--- config.mk ---
export PLATFORM = sky130hd
export DESIGN_NAME = elv_car_scheduler
export DESIGN_NICKNAME = d
export VERILOG_FILES = /design/src/rtl/elv_car_scheduler.sv
export SDC_FILE = /design/constraint.sdc
export NUM_CORES = 1
export LEC_CHECK = 0
export CORE_MARGIN = 1
export CORE_UTILIZATION = 30
export CTS_CLUSTER_DIAMETER = 30
export DETAILED_ROUTE_END_ITERATION = 10
export GPL_ROUTABILITY_DRIVEN = 0
export GPL_TIMING_DRIVEN = 0
export HOLD_SLACK_MARGIN = 0.12
export SETUP_SLACK_MARGIN = 0.2
export SYNTH_ARGS = -nofsm -noshare
export SYNTH_HDL_FRONTEND = slang
export SYNTH_SLANG_ARGS = --single-unit
--- constraint.sdc ---
create_clock -name clk -period 9 [get_ports clk]
set_clock_uncertainty 0.1 [all_clocks]
set_input_delay 1.35 -clock clk [delete_from_list [all_inputs] [get_ports clk]]
set_output_delay 1.35 -clock clk [all_outputs]
set_load 0.005 [all_outputs]
--- src/rtl/elv_car_scheduler.sv ---
// SCAN elevator car scheduler: latches calls, times floor travel, drives the motor direction and door status.
// Optional ELV_DOOR_HOLD_EN: door_hold keeps the door timer at 0 while the door is open.
module elv_car_scheduler #(
    parameter int NUM_FLOORS    = 4,
    parameter int TRAVEL_CYCLES = 3840000,
    parameter int DOOR_CYCLES   = 50000000
) (
    input  logic                  clk,
    input  logic                  rst_n,
    input  logic [NUM_FLOORS-1:0] call_btn,
    input  logic                  estop,
    input  logic                  door_hold,
    output logic [1:0]            elv1_dir,
    output logic [3:0]            cur_floor,
    output logic                  door_open,
    output logic [NUM_FLOORS-1:0] pending
);

    localparam int FW = (NUM_FLOORS > 1) ? $clog2(NUM_FLOORS) : 1;
    localparam int TW = $clog2(TRAVEL_CYCLES + 1);
    localparam int DW = $clog2(DOOR_CYCLES + 1);
    localparam logic [TW-1:0] TRAVEL_LAST = TW'(TRAVEL_CYCLES - 1);
    localparam logic [DW-1:0] DOOR_LAST   = DW'(DOOR_CYCLES - 1);
    localparam logic [1:0] DIR_UP   = 2'd0;
    localparam logic [1:0] DIR_DOWN = 2'd1;
    localparam logic [1:0] DIR_STOP = 2'd2;

    typedef enum logic [1:0] {IDLE, MOVE_UP, MOVE_DOWN, DOOR} state_t;

    state_t                  state_reg;
    logic [1:0]              dir_reg;
    logic [3:0]              floor_reg;
    logic                    door_open_reg;
    logic [NUM_FLOORS-1:0]   pending_reg;
    logic [TW-1:0]           travel_reg;
    logic [DW-1:0]           door_reg;
    logic                    last_up_reg;

    // Constant per-floor masks: floors strictly above, strictly below, and the floor itself.
    logic [NUM_FLOORS-1:0] above_mask [NUM_FLOORS];
    logic [NUM_FLOORS-1:0] below_mask [NUM_FLOORS];
    logic [NUM_FLOORS-1:0] floor_bit  [NUM_FLOORS];

    generate
        for (genvar gi = 0; gi < NUM_FLOORS; gi++) begin : g_floor
            for (genvar gj = 0; gj < NUM_FLOORS; gj++) begin : g_bit
                assign above_mask[gi][gj] = (gj > gi);
                assign below_mask[gi][gj] = (gj < gi);
                assign floor_bit[gi][gj]  = (gj == gi);
            end
        end
    endgenerate

    logic [FW-1:0]         cur_idx;
    logic [FW-1:0]         up_idx;
    logic [FW-1:0]         dn_idx;
    logic [NUM_FLOORS-1:0] cur_bit;
    logic [NUM_FLOORS-1:0] up_bit;
    logic [NUM_FLOORS-1:0] dn_bit;
    logic [NUM_FLOORS-1:0] set_vec;
    logic [NUM_FLOORS-1:0] pend_now;
    logic                  req_here;
    logic                  req_above;
    logic                  req_below;
    logic                  arrive_up;
    logic                  arrive_dn;
    logic                  beyond_up;
    logic                  beyond_dn;
    logic                  door_call;
    logic                  hold_now;
    logic                  travel_done;
    logic                  door_done;

    assign cur_idx = floor_reg[FW-1:0];
    assign up_idx  = cur_idx + FW'(1);
    assign dn_idx  = cur_idx - FW'(1);
    assign cur_bit = floor_bit[cur_idx];
    assign up_bit  = floor_bit[up_idx];
    assign dn_bit  = floor_bit[dn_idx];

    // A call for the floor whose door is open reloads the door timer instead of latching.
    assign set_vec  = call_btn & ~((state_reg == DOOR) ? cur_bit : '0);
    assign pend_now = pending_reg | set_vec;

    assign req_here  = |(pending_reg & cur_bit);
    assign req_above = |(pending_reg & above_mask[cur_idx]);
    assign req_below = |(pending_reg & below_mask[cur_idx]);
    assign arrive_up = |(pending_reg & up_bit);
    assign arrive_dn = |(pending_reg & dn_bit);
    assign beyond_up = |(pending_reg & above_mask[cur_idx] & ~up_bit);
    assign beyond_dn = |(pending_reg & below_mask[cur_idx] & ~dn_bit);
    assign door_call = |(call_btn & cur_bit);

    assign travel_done = (travel_reg == TRAVEL_LAST);
    assign door_done   = (door_reg == DOOR_LAST);

`ifdef ELV_DOOR_HOLD_EN
    assign hold_now = door_hold;
`else
    assign hold_now = door_hold & 1'b0;
`endif

    always_ff @(posedge clk or negedge rst_n) begin
        if (!rst_n) begin
            state_reg     <= IDLE;
            dir_reg       <= DIR_STOP;
            floor_reg     <= 4'd0;
            door_open_reg <= 1'b0;
            pending_reg   <= '0;
            travel_reg    <= '0;
            door_reg      <= '0;
            last_up_reg   <= 1'b1;
        end else begin
            pending_reg   <= pend_now;
            door_open_reg <= (state_reg == DOOR);
            if (estop)
                dir_reg <= DIR_STOP;
            else if (state_reg == MOVE_UP)
                dir_reg <= DIR_UP;
            else if (state_reg == MOVE_DOWN)
                dir_reg <= DIR_DOWN;
            else
                dir_reg <= DIR_STOP;

            // Emergency stop freezes everything except call latching.
            if (!estop) begin
                case (state_reg)
                    IDLE: begin
                        if (req_here) begin
                            state_reg   <= DOOR;
                            door_reg    <= '0;
                            pending_reg <= pend_now & ~cur_bit;
                        end else if (last_up_reg && req_above) begin
                            state_reg  <= MOVE_UP;
                            travel_reg <= '0;
                        end else if (!last_up_reg && req_below) begin
                            state_reg  <= MOVE_DOWN;
                            travel_reg <= '0;
                        end else if (req_below) begin
                            state_reg   <= MOVE_DOWN;
                            travel_reg  <= '0;
                            last_up_reg <= 1'b0;
                        end else if (req_above) begin
                            state_reg   <= MOVE_UP;
                            travel_reg  <= '0;
                            last_up_reg <= 1'b1;
                        end
                    end
                    MOVE_UP: begin
                        if (travel_done) begin
                            travel_reg <= '0;
                            floor_reg  <= floor_reg + 4'd1;
                            if (arrive_up) begin
                                state_reg   <= DOOR;
                                door_reg    <= '0;
                                pending_reg <= pend_now & ~up_bit;
                            end else if (!beyond_up) begin
                                state_reg <= IDLE;
                            end
                        end else begin
                            travel_reg <= travel_reg + TW'(1);
                        end
                    end
                    MOVE_DOWN: begin
                        if (travel_done) begin
                            travel_reg <= '0;
                            floor_reg  <= floor_reg - 4'd1;
                            if (arrive_dn) begin
                                state_reg   <= DOOR;
                                door_reg    <= '0;
                                pending_reg <= pend_now & ~dn_bit;
                            end else if (!beyond_dn) begin
                                state_reg <= IDLE;
                            end
                        end else begin
                            travel_reg <= travel_reg + TW'(1);
                        end
                    end
                    DOOR: begin
                        if (door_call || hold_now) begin
                            door_reg <= '0;
                        end else if (door_done) begin
                            state_reg <= IDLE;
                            door_reg  <= '0;
                        end else begin
                            door_reg <= door_reg + DW'(1);
                        end
                    end
                    default: state_reg <= IDLE;
                endcase
            end
        end
    end

    assign elv1_dir  = dir_reg;
    assign cur_floor = floor_reg;
    assign door_open = door_open_reg;
    assign pending   = pending_reg;

endmodule

==> summary.md, run 1 <==
| Metric | Value |
|---|---|
| Final instance area | 4600 um2 |
| Power per cell area | 294 nW/um2 |
| Yosys warns | 0 |
| Post-synth EDFFs | 0 |
| Cell count after placement | 637 |
| N_diodes | 0 |
| Die Ht | 116 um |
| Initial antenna violation count | 0 |
| Flop-to-flop setup slack | 5.83 ns |
| Port Buffers | 17 |
| CTS sink cnt | 62 |
| Resized cells post-CTS | 0 |
| Min setup slack post-route | 5.55 ns |
| First-pass GRT wire length | 16.2 mm |
| Syn Nets | 468 |
| CP required | 9.12 ns |
| Wire per inst | 14.8 um |
| Global route overflow | 0 |
| Pre-CTS WS | 5.20 ns |
| Die width | 116 um |
| Cells after Synth | 448 |
| Core ar. | 12,700 um2 |
| Fillers | 1,288 |
| Final setup viols | 0 |
| Placement-stage cell area | 4290 um2 |
| Min Tclk post-route | 3.45 ns |
| Final Total Pwr | 1.35 mW |
| CP endpoint kind | flip-flop |
| DR vias | 3,604 |
| CP cell instances | clkdlybuf4s50_1 > mux4_2 > or3_1 > a221oi_1 > mux2_2 |
| Setup bufs post-CTS | 0 |
| Final hold vios | 0 |
| FP Rows | 41 |
| Max cap viols | 0 |
| Skew-Pair Late Insertion Delay | 0.34 ns |
| Pins Over Slew Limit | 0 |
| Max reg flops | 26 |
| Die area | 13,500 um2 |
| ANT nets after route | 0 |
| Drt pass-1 iters | 5 |
| Maximum clock rate | 0.290 GHz |
| Layout Nets | 496 |
| DR iter-0 viols | 322 |
| Status | finished clean |
| Synthesized cell area | 3900 um2 |
| Fraction of the cycle the final worst path needs | 38.3% |
| CP max stage cell | mux4_2 |
| Max VDD drop | 0.177 mV |
| Post-synth cell types | 54 |
| Worst hold path type | reg -> reg |
| Final WL | 9.66 mm |
| Critical path class | in -> reg |
| Register area share after synthesis | 39.8% |
| Clk buf depth | 2 |
| Largest net degree at the start of global routing | 63 |
| Layout area overhead | 17.8% |
| Number of global-route vias before repair | 3,320 |
| Clk slew on worst S/H paths | 0.05 ns |
| Main synth FF type | dfrtp_1 |
| Slew HR | 24.6% |
| Unrepaired setup endpoints after global routing | false |
| Final Core Density | 36.3% |
| GRT Overall Usage | 15.3% |
| Num CTS Buffers | 9 |
| Critical path data arrival time | 3.56 ns |
| Slowest cell delay on critical path | 0.49 ns |
| Syn_area_per_cell | 8.72 um2 |
| Commonest non-fill, non-tap cell in the layout | o21ai_0 |
| Routed vias/inst | 5.52 |
| Final Instance Count excl. Fillers | 653 |
| # H-tree levels | 3 |
| Initial Utilization | 30.8% |
| Worst-Margin Slew | 1.12 ns |
| TritonCTS clock tree | built |
| Commonest non-fill, non-tap cells in the layout | 65 x o21ai_0, 60 x dfrtp_1, 40 x nand2_1, 36 x nor2_1, 24 x a21oi_1 |
| DRC viols | 0 |
| Crit path launch type | input pin |
| Seq cells post-synth | 62 |
| Clock tree root buffer cell | clkbuf_16 |
| Post-DP HPWL | 6.62 mm |
| TNS Setup | 0 ns |
| # hold bufs at CTS | 0 |
| Crit path max fanout | 2 |
| Ratio of cells with drive above 1 in the final layout | 9.15% |
| FFs w/ async S/R, synth | 100% |
| Ports | 19 |
| Hold Worst Slack | 0.372 ns |
| Static Leak | 1.79 nW |
==> worst paths after layout <==
check                                to     startpoint  cells past startpoint
hold / removal             door_reg[25]   door_reg[25]                      1
setup reg to reg            door_reg[7]  travel_reg[0]                     10
min in group asynchronous    pending[3]          rst_n                      1
setup / recovery           state_reg[0]    call_btn[2]                      5
hold reg to reg            door_reg[25]   door_reg[25]                      1
max in group asynchronous  door_reg[25]          rst_n                      1
==> power breakdown <==
part	internal (mW)	switching (mW)	total (mW)
clock	0.229	0.133	0.362
combinational	0.255	0.381	0.636
sequential	0.317	0.0358	0.353
==> layout make-up <==
class                      instances  area, um2  area share, %
buffer                            24        125           2.72
clock buffer                      11        253           5.50
clock inverter                     5       57.6           1.25
inverter                          11       41.3          0.898
multi-input combinational        351       2180           47.5
sequential                        62       1550           33.8
tap                              172        215           4.68
timing repair buffer              17        168           3.65
==> logic make-up after synthesis <==
family,count (synthesis),synth area share [%]
buffers and inverters,35,4.26
AO/OA/AOI/OAI,157,25.0
multiplexers,15,4.65
AND/OR/NAND/NOR,163,21.4
adder cells (fa/ha/maj),12,4.04
flip-flops,62,39.8
XOR/XNOR,4,0.897
==> synthesized netlist by cell type, drive strengths merged, types with 2 or more instances <==
master  count  share of area (%)
a21o        5               0.96
a21oi      24                3.1
a221oi      2               0.45
a31oi      16                2.6
and2        4               0.64
and3       12                1.9
and4        3               0.67
buf         9                1.8
clkbuf     15                1.4
dfrtp      60                 38
dfstp       2                1.3
ha         11                3.5
inv        10               0.96
mux2        5                1.4
mux2i       8                2.1
mux4        2                1.2
nand2      40                3.8
nand2b     10                1.6
nand3      16                2.1
nand4      14                2.2
nor2       36                3.5
nor2b       8                1.3
nor3        3               0.38
nor4        3               0.48
o21ai      65                8.3
o22ai       3               0.48
o31ai      25                5.2
o32ai       3               0.67
o41ai       5                1.1
or2         4               0.64
or3         3               0.48
xnor2       4               0.90
==> metal layers <==
layer / vias up / GRT usage [%] / share of wire (%)
met4: 0 / 5.30 / 1.3
met2: 98 / 23.6 / 46
met5: - / 0 / 0
met1: 1767 / 21.2 / 48
li1: 1729 / - / -
met3: 10 / 3.48 / 4.5
==> worst max-delay path: cells and delay by family <==
| kind | cells | cell delay (ns) |
|---|---|---|
| buffers and inverters | 1 | 0.45 |
| AO/OA/AOI/OAI | 1 | 0.46 |
| AND/OR/NAND/NOR | 1 | 0.42 |
| multiplexers | 2 | 0.89 |
No activity file was read; power rests on OpenSTA's default activity.
==> run 2: changes to the inputs <==
==> constraint.sdc (replaced) <==
create_clock -name clk -period 3.61 [get_ports clk]
set_clock_uncertainty 0.1 [all_clocks]
set_input_delay 0.5415 -clock clk [delete_from_list [all_inputs] [get_ports clk]]
set_output_delay 0.5415 -clock clk [all_outputs]
set_load 0.005 [all_outputs]
==> results of run 2 <==
Same layout as run 1 (identical final DEF). Status: finished clean.
Main changes from that run: setup slack after placement 5.20 ns -> 0.451 ns; clock-pin slew on the worst setup and hold paths 0.05 ns -> 0.06 ns; setup slack after layout 5.55 ns -> 0.445 ns; hold slack 0.372 ns -> 0.190 ns; start point of the critical path call_btn[2] -> travel_reg[0]; end point of the critical path state_reg[0] -> door_reg[7]; register-to-register setup slack 5.83 ns -> 0.44 ns; total power 1.35 mW -> 3.37 mW; worst IR drop on VDD 0.177 mV -> 0.440 mV
